`src/rtl/vga_test_pkg.sv`:
```
// vga_test_pkg: default SVGA 800x600@60 timing, 12-bit colour constants,
// region decode and the colour-bar lookup shared by vga_sync_counter and
// vga_test_gen.
package vga_test_pkg;

    // SVGA 800x600@60 Hz, 40 MHz pixel clock
    localparam int SVGA_H_VISIBLE = 800;
    localparam int SVGA_H_FRONT   = 40;
    localparam int SVGA_H_SYNC    = 128;
    localparam int SVGA_H_BACK    = 88;
    localparam int SVGA_V_VISIBLE = 600;
    localparam int SVGA_V_FRONT   = 1;
    localparam int SVGA_V_SYNC    = 4;
    localparam int SVGA_V_BACK    = 23;

    typedef struct packed {
        logic [3:0] r;
        logic [3:0] g;
        logic [3:0] b;
    } rgb_t;

    // Position of a counter inside one line or one frame
    typedef enum logic [1:0] {
        REG_VIS  = 2'd0,
        REG_FP   = 2'd1,
        REG_SYNC = 2'd2,
        REG_BP   = 2'd3
    } region_t;

    localparam rgb_t WHITE   = 12'hFFF;
    localparam rgb_t YELLOW  = 12'hFF0;
    localparam rgb_t CYAN    = 12'h0FF;
    localparam rgb_t GREEN   = 12'h0F0;
    localparam rgb_t MAGENTA = 12'hF0F;
    localparam rgb_t RED     = 12'hF00;
    localparam rgb_t BLUE    = 12'h00F;
    localparam rgb_t BLACK   = 12'h000;

    // Regions run visible, front porch, sync, back porch
    function automatic region_t region_of(input int unsigned cnt,
                                          input int unsigned vis,
                                          input int unsigned fp,
                                          input int unsigned sp);
        if (cnt < vis)
            return REG_VIS;
        else if (cnt < vis + fp)
            return REG_FP;
        else if (cnt < vis + fp + sp)
            return REG_SYNC;
        else
            return REG_BP;
    endfunction

    // Classic colour-bar order, left to right
    function automatic rgb_t bar_color(input logic [2:0] idx);
        case (idx)
            3'd0:    return WHITE;
            3'd1:    return YELLOW;
            3'd2:    return CYAN;
            3'd3:    return GREEN;
            3'd4:    return MAGENTA;
            3'd5:    return RED;
            3'd6:    return BLUE;
            default: return BLACK;
        endcase
    endfunction

endpackage

```
`src/rtl/vga_sync_counter.sv`:
```
// vga_sync_counter: horizontal/vertical position counters, region decode,
// sync generation (polarity applied), active-video flag and end-of-line /
// end-of-frame strobes. All outputs describe the current counter values and
// are combinational; the top registers them.
module vga_sync_counter
    import vga_test_pkg::*;
#(
    parameter int   H_VISIBLE_AREA = SVGA_H_VISIBLE,
    parameter int   H_FRONT_PORCH  = SVGA_H_FRONT,
    parameter int   H_SYNC_PULSE   = SVGA_H_SYNC,
    parameter int   H_BACK_PORCH   = SVGA_H_BACK,
    parameter int   V_VISIBLE_AREA = SVGA_V_VISIBLE,
    parameter int   V_FRONT_PORCH  = SVGA_V_FRONT,
    parameter int   V_SYNC_PULSE   = SVGA_V_SYNC,
    parameter int   V_BACK_PORCH   = SVGA_V_BACK,
    parameter logic HSYNC_POLARITY = 1'b0,
    parameter logic VSYNC_POLARITY = 1'b0
) (
    input  logic clk,
    input  logic rst_n,
    output logic h_sync,
    output logic v_sync,
    output logic active,
    output logic line_end,
    output logic frame_end
);

    localparam int H_TOTAL = H_VISIBLE_AREA + H_FRONT_PORCH + H_SYNC_PULSE + H_BACK_PORCH;
    localparam int V_TOTAL = V_VISIBLE_AREA + V_FRONT_PORCH + V_SYNC_PULSE + V_BACK_PORCH;
    localparam int HW      = $clog2(H_TOTAL);
    localparam int VW      = $clog2(V_TOTAL);

    localparam logic [HW-1:0] H_LAST = HW'(H_TOTAL - 1);
    localparam logic [VW-1:0] V_LAST = VW'(V_TOTAL - 1);

    logic [HW-1:0] h_cnt;
    logic [VW-1:0] v_cnt;
    region_t       h_reg;
    region_t       v_reg;

    // Pixel and line counters; the line counter steps on each line wrap
    always_ff @(posedge clk or negedge rst_n) begin
        if (!rst_n) begin
            h_cnt <= '0;
            v_cnt <= '0;
        end else if (h_cnt == H_LAST) begin
            h_cnt <= '0;
            v_cnt <= (v_cnt == V_LAST) ? '0 : v_cnt + 1'b1;
        end else begin
            h_cnt <= h_cnt + 1'b1;
        end
    end

    // Region decode and derived strobes for the current position
    always_comb begin
        h_reg     = region_of(32'(h_cnt), H_VISIBLE_AREA, H_FRONT_PORCH, H_SYNC_PULSE);
        v_reg     = region_of(32'(v_cnt), V_VISIBLE_AREA, V_FRONT_PORCH, V_SYNC_PULSE);
        h_sync    = HSYNC_POLARITY ^ (h_reg == REG_SYNC);
        v_sync    = VSYNC_POLARITY ^ (v_reg == REG_SYNC);
        active    = (h_reg == REG_VIS) && (v_reg == REG_VIS);
        line_end  = (h_cnt == H_LAST);
        frame_end = (h_cnt == H_LAST) && (v_cnt == V_LAST);
    end

endmodule

```
`src/rtl/vga_test_gen.sv`:
```
// vga_test_gen: VGA test-pattern generator, eight vertical colour bars with
// registered RGB/HS/VS (one clock behind the position counters).
// Optional build macro VGA_TEST_LED_EN: when defined, LEDR shows a 10-bit
// frame counter; otherwise the counter is not built and LEDR is tied low.
module vga_test_gen
    import vga_test_pkg::*;
#(
    parameter int   H_VISIBLE_AREA = SVGA_H_VISIBLE,
    parameter int   H_FRONT_PORCH  = SVGA_H_FRONT,
    parameter int   H_SYNC_PULSE   = SVGA_H_SYNC,
    parameter int   H_BACK_PORCH   = SVGA_H_BACK,
    parameter int   V_VISIBLE_AREA = SVGA_V_VISIBLE,
    parameter int   V_FRONT_PORCH  = SVGA_V_FRONT,
    parameter int   V_SYNC_PULSE   = SVGA_V_SYNC,
    parameter int   V_BACK_PORCH   = SVGA_V_BACK,
    parameter logic HSYNC_POLARITY = 1'b0,
    parameter logic VSYNC_POLARITY = 1'b0
) (
    input  logic       VGA_CLK,
    input  logic       RESET_N,
    output logic [3:0] VGA_R,
    output logic [3:0] VGA_G,
    output logic [3:0] VGA_B,
    output logic       VGA_HS,
    output logic       VGA_VS,
    output logic [9:0] LEDR
);

    // Last bar absorbs the remainder of H_VISIBLE_AREA / 8
    localparam int BAR_W = H_VISIBLE_AREA / 8;
    localparam int BPW   = $clog2(BAR_W + 1);
    localparam logic [BPW-1:0] BAR_LAST = BPW'(BAR_W - 1);

    logic       h_sync;
    logic       v_sync;
    logic       active;
    logic       line_end;
    logic       frame_end;

    logic [BPW-1:0] bar_pos;
    logic [2:0]     bar_idx;
    rgb_t           rgb_q;
    logic           hs_q;
    logic           vs_q;

    vga_sync_counter #(
        .H_VISIBLE_AREA (H_VISIBLE_AREA),
        .H_FRONT_PORCH  (H_FRONT_PORCH),
        .H_SYNC_PULSE   (H_SYNC_PULSE),
        .H_BACK_PORCH   (H_BACK_PORCH),
        .V_VISIBLE_AREA (V_VISIBLE_AREA),
        .V_FRONT_PORCH  (V_FRONT_PORCH),
        .V_SYNC_PULSE   (V_SYNC_PULSE),
        .V_BACK_PORCH   (V_BACK_PORCH),
        .HSYNC_POLARITY (HSYNC_POLARITY),
        .VSYNC_POLARITY (VSYNC_POLARITY)
    ) u_sync (
        .clk       (VGA_CLK),
        .rst_n     (RESET_N),
        .h_sync    (h_sync),
        .v_sync    (v_sync),
        .active    (active),
        .line_end  (line_end),
        .frame_end (frame_end)
    );

    // Bar index tracks h_cnt with a running position counter cleared at
    // line start, so no divider is needed; it parks on the last bar
    always_ff @(posedge VGA_CLK or negedge RESET_N) begin
        if (!RESET_N) begin
            bar_pos <= '0;
            bar_idx <= '0;
        end else if (line_end) begin
            bar_pos <= '0;
            bar_idx <= '0;
        end else if (bar_idx != 3'd7) begin
            if (bar_pos == BAR_LAST) begin
                bar_pos <= '0;
                bar_idx <= bar_idx + 3'd1;
            end else begin
                bar_pos <= bar_pos + 1'b1;
            end
        end
    end

    // Output registers: colour and syncs stay aligned, sync idles inactive
    always_ff @(posedge VGA_CLK or negedge RESET_N) begin
        if (!RESET_N) begin
            rgb_q <= BLACK;
            hs_q  <= HSYNC_POLARITY;
            vs_q  <= VSYNC_POLARITY;
        end else begin
            rgb_q <= active ? bar_color(bar_idx) : BLACK;
            hs_q  <= h_sync;
            vs_q  <= v_sync;
        end
    end

    assign VGA_R  = rgb_q.r;
    assign VGA_G  = rgb_q.g;
    assign VGA_B  = rgb_q.b;
    assign VGA_HS = hs_q;
    assign VGA_VS = vs_q;

`ifdef VGA_TEST_LED_EN
    logic [9:0] frame_cnt;

    // Completed-frame count, wraps naturally at 1023 -> 0
    always_ff @(posedge VGA_CLK or negedge RESET_N) begin
        if (!RESET_N)
            frame_cnt <= '0;
        else if (frame_end)
            frame_cnt <= frame_cnt + 10'd1;
    end

    assign LEDR = frame_cnt;
`else
    assign LEDR = 10'b0;
`endif

endmodule

```
`config.mk`:
```
export PLATFORM = sky130hd
export DESIGN_NAME = vga_test_gen
export DESIGN_NICKNAME = d
export VERILOG_FILES = /design/src/rtl/vga_test_pkg.sv /design/src/rtl/vga_sync_counter.sv /design/src/rtl/vga_test_gen.sv
export SDC_FILE = /design/constraint.sdc
export NUM_CORES = 1
export LEC_CHECK = 0
export ABC_AREA = 0
export BUFFER_PORTS_ARGS = -buffer_cell sky130_fd_sc_hd__buf_2
export CAP_MARGIN = 20
export CELL_PAD_IN_SITES_DETAIL_PLACEMENT = 1
export CELL_PAD_IN_SITES_GLOBAL_PLACEMENT = 2
export CORE_MARGIN = 1
export CORE_UTILIZATION = 39
export CTS_CLUSTER_SIZE = 8
export DETAILED_ROUTE_END_ITERATION = 6
export GPL_TIMING_DRIVEN = 1
export PLACE_DENSITY = 0.87
export SYNTH_ARGS = -nofsm -noshare
export SYNTH_HDL_FRONTEND = slang
export SYNTH_SLANG_ARGS = --single-unit
```
`constraint.sdc`:
```
create_clock -name VGA_CLK -period 4.4 [get_ports VGA_CLK]
set_input_delay 0.66 -clock VGA_CLK [delete_from_list [all_inputs] [get_ports VGA_CLK]]
set_output_delay 0.66 -clock VGA_CLK [all_outputs]
set_load 0.01 [all_outputs]
```
* Yosys cells after proc, flatten, opt, wreduce, memory -nomap -nowiden
Cells that the tools add are included.
** Storage, ports and cells
- Input bits :: 2
- Word-level logic and storage cells :: 54
- Flip-flop bits (word level) :: 45
- Output and inout bits :: 24
** Operators by class
- Reductions and logical operators :: 7
- Multiplexer cells :: 16
- Magnitude comparators :: 6
- Equality and inequality tests :: 12
- $add $sub $neg :: 4
** Operators with widths (number)
- 12-bit case mux with 7 select lines :: 1
- 11-bit by 10-bit < comparator with 1-bit output, second input constant :: 3
- 10-bit < comparator, second input constant :: 3
- 7-bit 2-to-1 mux :: 3
- 12-bit 2-to-1 mux :: 1
- 11-bit by 1-bit adder with 11-bit output, second input constant :: 1
- 11-bit == test, second input constant :: 1
- 11-bit 2-to-1 mux :: 1
- 10-bit by 1-bit adder with 10-bit output, second input constant :: 1
- 10-bit == test, second input constant :: 1
- 10-bit 2-to-1 mux :: 1
- 3-bit == test, second input constant :: 3
- 3-bit 2-to-1 mux :: 3
- 2-bit 2-to-1 mux :: 4
- 7-bit by 1-bit adder with 7-bit output, second input constant :: 1
- 7-bit == test, second input constant :: 1
- 3-bit by 2-bit == test with 1-bit output, second input constant :: 2
- 2-bit == test, second input constant :: 2
- 2-bit logical NOT :: 2
- 2-bit nonzero test :: 2
- 3-bit by 1-bit adder with 3-bit output, second input constant :: 1
- 3-bit by 1-bit == test with 1-bit output, second input constant :: 1
- 3-bit logical NOT :: 1
- 3-bit inequality test, second input constant :: 1
- 3 further kinds :: 4

* Depth between registers and ports, before layout
- Word-level depth :: 7
- Depth in mapped cells :: 7
- Mapped depth without buffers :: 6

* Cells and area by module
Synthesis repeated with hierarchy kept, for this count alone.
** Second synthesis, totals
- Cells, all modules :: 213
- Area total of the unflattened synthesis :: 2108.3 µm²
** Modules (own cells, without submodules)
- vga_sync_counter :: cells each 121, times used 1, area an instance 1184.9 µm²
- vga_test_gen :: cells each 92, times used 1, area an instance 923.4 µm²

* Worst setup path before layout
OpenSTA, ideal clock, no wires.
- Kind :: reg-to-reg
- Start point :: register bar_idx[0]
- End point :: register bar_pos[5]
- Library setup time :: 77 ps
- Buffers on the path :: 1
- Clock period less this slack :: 1843 ps
- Setup slack :: 2557 ps
- Stages on the path, launching flop included :: 7
- Arrival time :: 1766 ps
- Path through :: dfrtp_1 > ha_1 > ha_1 > clkbuf_1 > nand4b_1 > or3b_2 > a21oi_1
** Between the ends
- Longest elaborated chain between the ends :: 2
** Ends and longest elaborated chain
- from (decl) :: RTL line vga_test_gen.sv:41 : logic [2:0] bar_idx;
- from (signal assigned) :: RTL line vga_test_gen.sv:79 : bar_idx <= bar_idx + 3'd1;
- 3-bit inequality test :: RTL line vga_test_gen.sv:76 : end else if (bar_idx != 3'd7) begin
- 2-bit nonzero test (no source line)
- to (signal assigned) :: RTL line vga_test_gen.sv:81 : bar_pos <= bar_pos + 1'b1;
- to (decl) :: RTL line vga_test_gen.sv:40 : logic [BPW-1:0] bar_pos;
Every way passes these cells.
A chain may end at the register's enable or synchronous reset.

* Worst setup path after layout
- Start point :: register u_sync.h_cnt[0]
- End point :: register u_sync.v_cnt[3]
** Between the ends
- Longest elaborated chain between the ends :: 1
** Ends and longest elaborated chain
- from (decl) :: RTL line vga_sync_counter.sv:36 : logic [HW-1:0] h_cnt;
- from (signal assigned) :: RTL line vga_sync_counter.sv:50 : h_cnt <= h_cnt + 1'b1;
- 11-bit == test :: RTL line vga_sync_counter.sv:46 : end else if (h_cnt == H_LAST) begin
- to (signal assigned) :: RTL line vga_sync_counter.sv:48 : v_cnt <= (v_cnt == V_LAST) ? '0 : v_cnt + 1'b1;
- to (decl) :: RTL line vga_sync_counter.sv:37 : logic [VW-1:0] v_cnt;
Every way passes these cells.

==> results.sh <==
export IMPL_final_nets=219
export IMPL_slowest_delay_ps=870
export IMPL_crit_chain="ha_1, nand4_1, nor4_4, nand2_1, xnor2_1"
export IMPL_grt_overflow_total=0
export IMPL_seqPwrFrac=0.520
export IMPL_drc_errors=0
export IMPL_power_uw=635
export IMPL_mostFrequentLayoutCells="36 x dfrtp_1, 17 x nor2_1, 15 x buf_2"
export IMPL_io_pins=26
export IMPL_place_area_sq_mm=0.00205
export IMPL_clock_sinks=36
export IMPL_fin_crit_sh=0.498
export IMPL_dieArea_sq_mm=0.00554
export IMPL_fp_dieH_um=74.4
export IMPL_dr_wl_met2_mm=1.87
export IMPL_synth_seq_cells=36
export IMPL_netlist_instances=200
export IMPL_power_frac_clock=0.463
export IMPL_drtIter0Drc=73
export IMPL_initial_utilization=0.419
export IMPL_wl_met1_mm=1.85
export IMPL_antenna_found_initial=0
export IMPL_layout_drive_gt1_share=0.168
export IMPL_report_final_slew_viol_count=0
export IMPL_combPwrFrac=0.017
export IMPL_rr_startpoint="u_sync.h_cnt[0]"
export IMPL_firstDrtPassIters=4
export IMPL_wl_met3_um=136
export IMPL_crit_required_ps=4580
export IMPL_globalplace_congestion=0.714
export IMPL_r2r_end="u_sync.v_cnt[3]"
export IMPL_powerDensity_mw_per_mm2=294
export IMPL_top_layer="met4"
export IMPL_synth_edff_count=0
export IMPL_status="finished clean"
export IMPL_cap_viol_max_count=0
export IMPL_root_buffer="clkbuf_8"
export IMPL_p_int_uw=499
export IMPL_ctsResizeCount=0
export IMPL_ys_async_sr_fraction=1.00
export IMPL_diodes=0
export IMPL_io_buffers=15
export IMPL_dp_hpwl_mm=2.72
export IMPL_crit_family="simple AND/OR/NAND/NOR gates"
export IMPL_clk_latency_ps=300
export IMPL_die_w_um=74.4
export IMPL_reg2regPathDepth=5
export IMPL_relSlewSlack=0.352
export IMPL_cts_tree="built"
export IMPL_track_usage=0.164
export IMPL_core_sq_mm=0.00488
export IMPL_layout_commonest_cell="dfrtp_1"
export IMPL_vias=1411
export IMPL_p_sw_frac=0.214
export IMPL_cp_slowest_cell="nor4_4"
export IMPL_syn2layout_area_growth_pct=5.63
export IMPL_grt_first_pass_wirelength_mm=6.78
export IMPL_core_rowCount=25
export IMPL_min_delay_path_class="in -> async"
export IMPL_design_area_sq_mm=0.00216
export IMPL_ys_seq_area_frac=0.440
export IMPL_finalSetupViolations=0
export IMPL_whs_ps=453
export IMPL_arrival_ps=2370
export IMPL_worst_pin_slew_ps=965
export IMPL_hold_buffers=0
export IMPL_grt_start_max_net_pins=37
export IMPL_min_period_ps=2190
export IMPL_crit_buf_inv=0
export IMPL_synthesis_area_sq_mm=0.00205
export IMPL_synth_warnings=0
export IMPL_synth_area_per_cell_sq_um=10.2
export IMPL_synth_ff_type="dfrtp_1"
export IMPL_wl_per_cell_um=14.3
export IMPL_setup_worst_path_end_class="flip-flop"
export IMPL_r2r_setup_slack_ps=2210
export IMPL_vias_per_cell=5.13
export IMPL_numCtsBuffers=5
export IMPL_start_kind="flip-flop"
export IMPL_rsz0062_at_grt="false"
export IMPL_grt_pass1_vias=1413
export IMPL_postCtsSetupRepairBufs=0
export IMPL_fin_setup_tns_ps=0
export IMPL_irDropWorstVdd_uv=211
export IMPL_cts_path_max_buffers=2
export IMPL_finClkSkew_ps=9.89
export IMPL_path_clk_slew_ps=80
export IMPL_p_sw_uw=136
export IMPL_wl_mm=3.94
export IMPL_preCtsSetupSlack_ps=2140
export IMPL_h_tree_depth=2
export IMPL_leakagePower_uw=0.000912
export IMPL_ant_nets=0
export IMPL_crit_path_max_fanout=18
export IMPL_path_class="reg -> reg"
export IMPL_worst_slack_ps=2210
export IMPL_hold_violations=0
export IMPL_timing_fmax_mhz=456
export IMPL_synthDistinctLibCells=53
## per-layer routing
metal,vias up,GRT usage
li1,675,-
met1,704,0.214
met2,25,0.262
met3,7,0.0366
met4,0,0.0692
met5,-,0
## flip-flops by register name, summed over array words and instances, names as in the netlist
name          cells
VGA_G             1
u_sync.h_cnt     11
VGA_B             1
VGA_R             1
VGA_VS            1
VGA_HS            1
u_sync.v_cnt     10
bar_pos           7
bar_idx           3
## Yosys cell counts (3+ instances only)
| master | number | area [sq um] |
|---|---|---|
| buf_6 | 3 | 33.8 |
| o21a_1 | 3 | 22.5 |
| xor2_1 | 7 | 61.3 |
| a21oi_1 | 9 | 45.0 |
| nor3_1 | 5 | 25.0 |
| nor2_1 | 17 | 63.8 |
| nand2_1 | 11 | 41.3 |
| xnor2_1 | 8 | 70.1 |
| o21ai_0 | 6 | 30.0 |
| buf_4 | 19 | 143 |
| nand4_1 | 4 | 25.0 |
| dfrtp_1 | 36 | 901 |
| ha_1 | 10 | 125 |
| and2_1 | 3 | 18.8 |
| inv_1 | 7 | 26.3 |
| nand3_1 | 9 | 45.0 |
## power groups by stage
stage	clock network (uW)	registers, uW	logic (uW)
after CTS	298	331	10.9
final	294	331	10.5
after floorplan	0	337	10.3
after detailed placement	0	337	10.9
after global routing	308	331	12.5
after global placement	0	337	10.8
## cells by family after synthesis
kind of cell / synth area share
buf+inv: 0.103
other cells: 0.00183
fa+ha+maj: 0.0612
compound gates: 0.0954
mux: 0.0153
xor+xnor: 0.0642
simple gates: 0.218
flops: 0.440
## worst max path at each step
| stage | from | end | depth (start not counted) |
|---|---|---|---|
| 4_1_cts | u_sync.h_cnt[0] | u_sync.v_cnt[3] | 5 |
| 6_report | u_sync.h_cnt[0] | u_sync.v_cnt[3] | 5 |
| 3_3_place_gp | u_sync.h_cnt[0] | u_sync.v_cnt[3] | 5 |
| 3_5_place_dp | u_sync.h_cnt[0] | u_sync.v_cnt[3] | 5 |
| 5_1_grt | u_sync.h_cnt[0] | u_sync.v_cnt[3] | 5 |
| 2_1_floorplan | bar_idx[0] | bar_pos[5] | 6 |
## metrics by stage
step           std cells   util
2_1_floorplan        209      -
3_3_place_gp         267  0.421
3_5_place_dp         267  0.421
4_1_cts              275  0.443
5_1_grt              275  0.443
6_report             275  0.443
## final cells by class
class,instances,area [sq um]
fill,580,2720
multi-input combinational,142,967
sequential,36,901
tap,67,83.8
timing repair buffer,15,75.1
clock buffer,6,72.6
clock inverter,2,35.0
inverter,7,26.3
## worst reg2reg max path: cells and delay by family, from the launching register on
kind	cells	cell delay [ps]
AND/OR/NAND/NOR	3	1270
adder cells (fa/ha/maj)	1	240
flip-flops	1	400
XOR/XNOR	1	180
No activity file was read; power rests on OpenSTA's default activity.
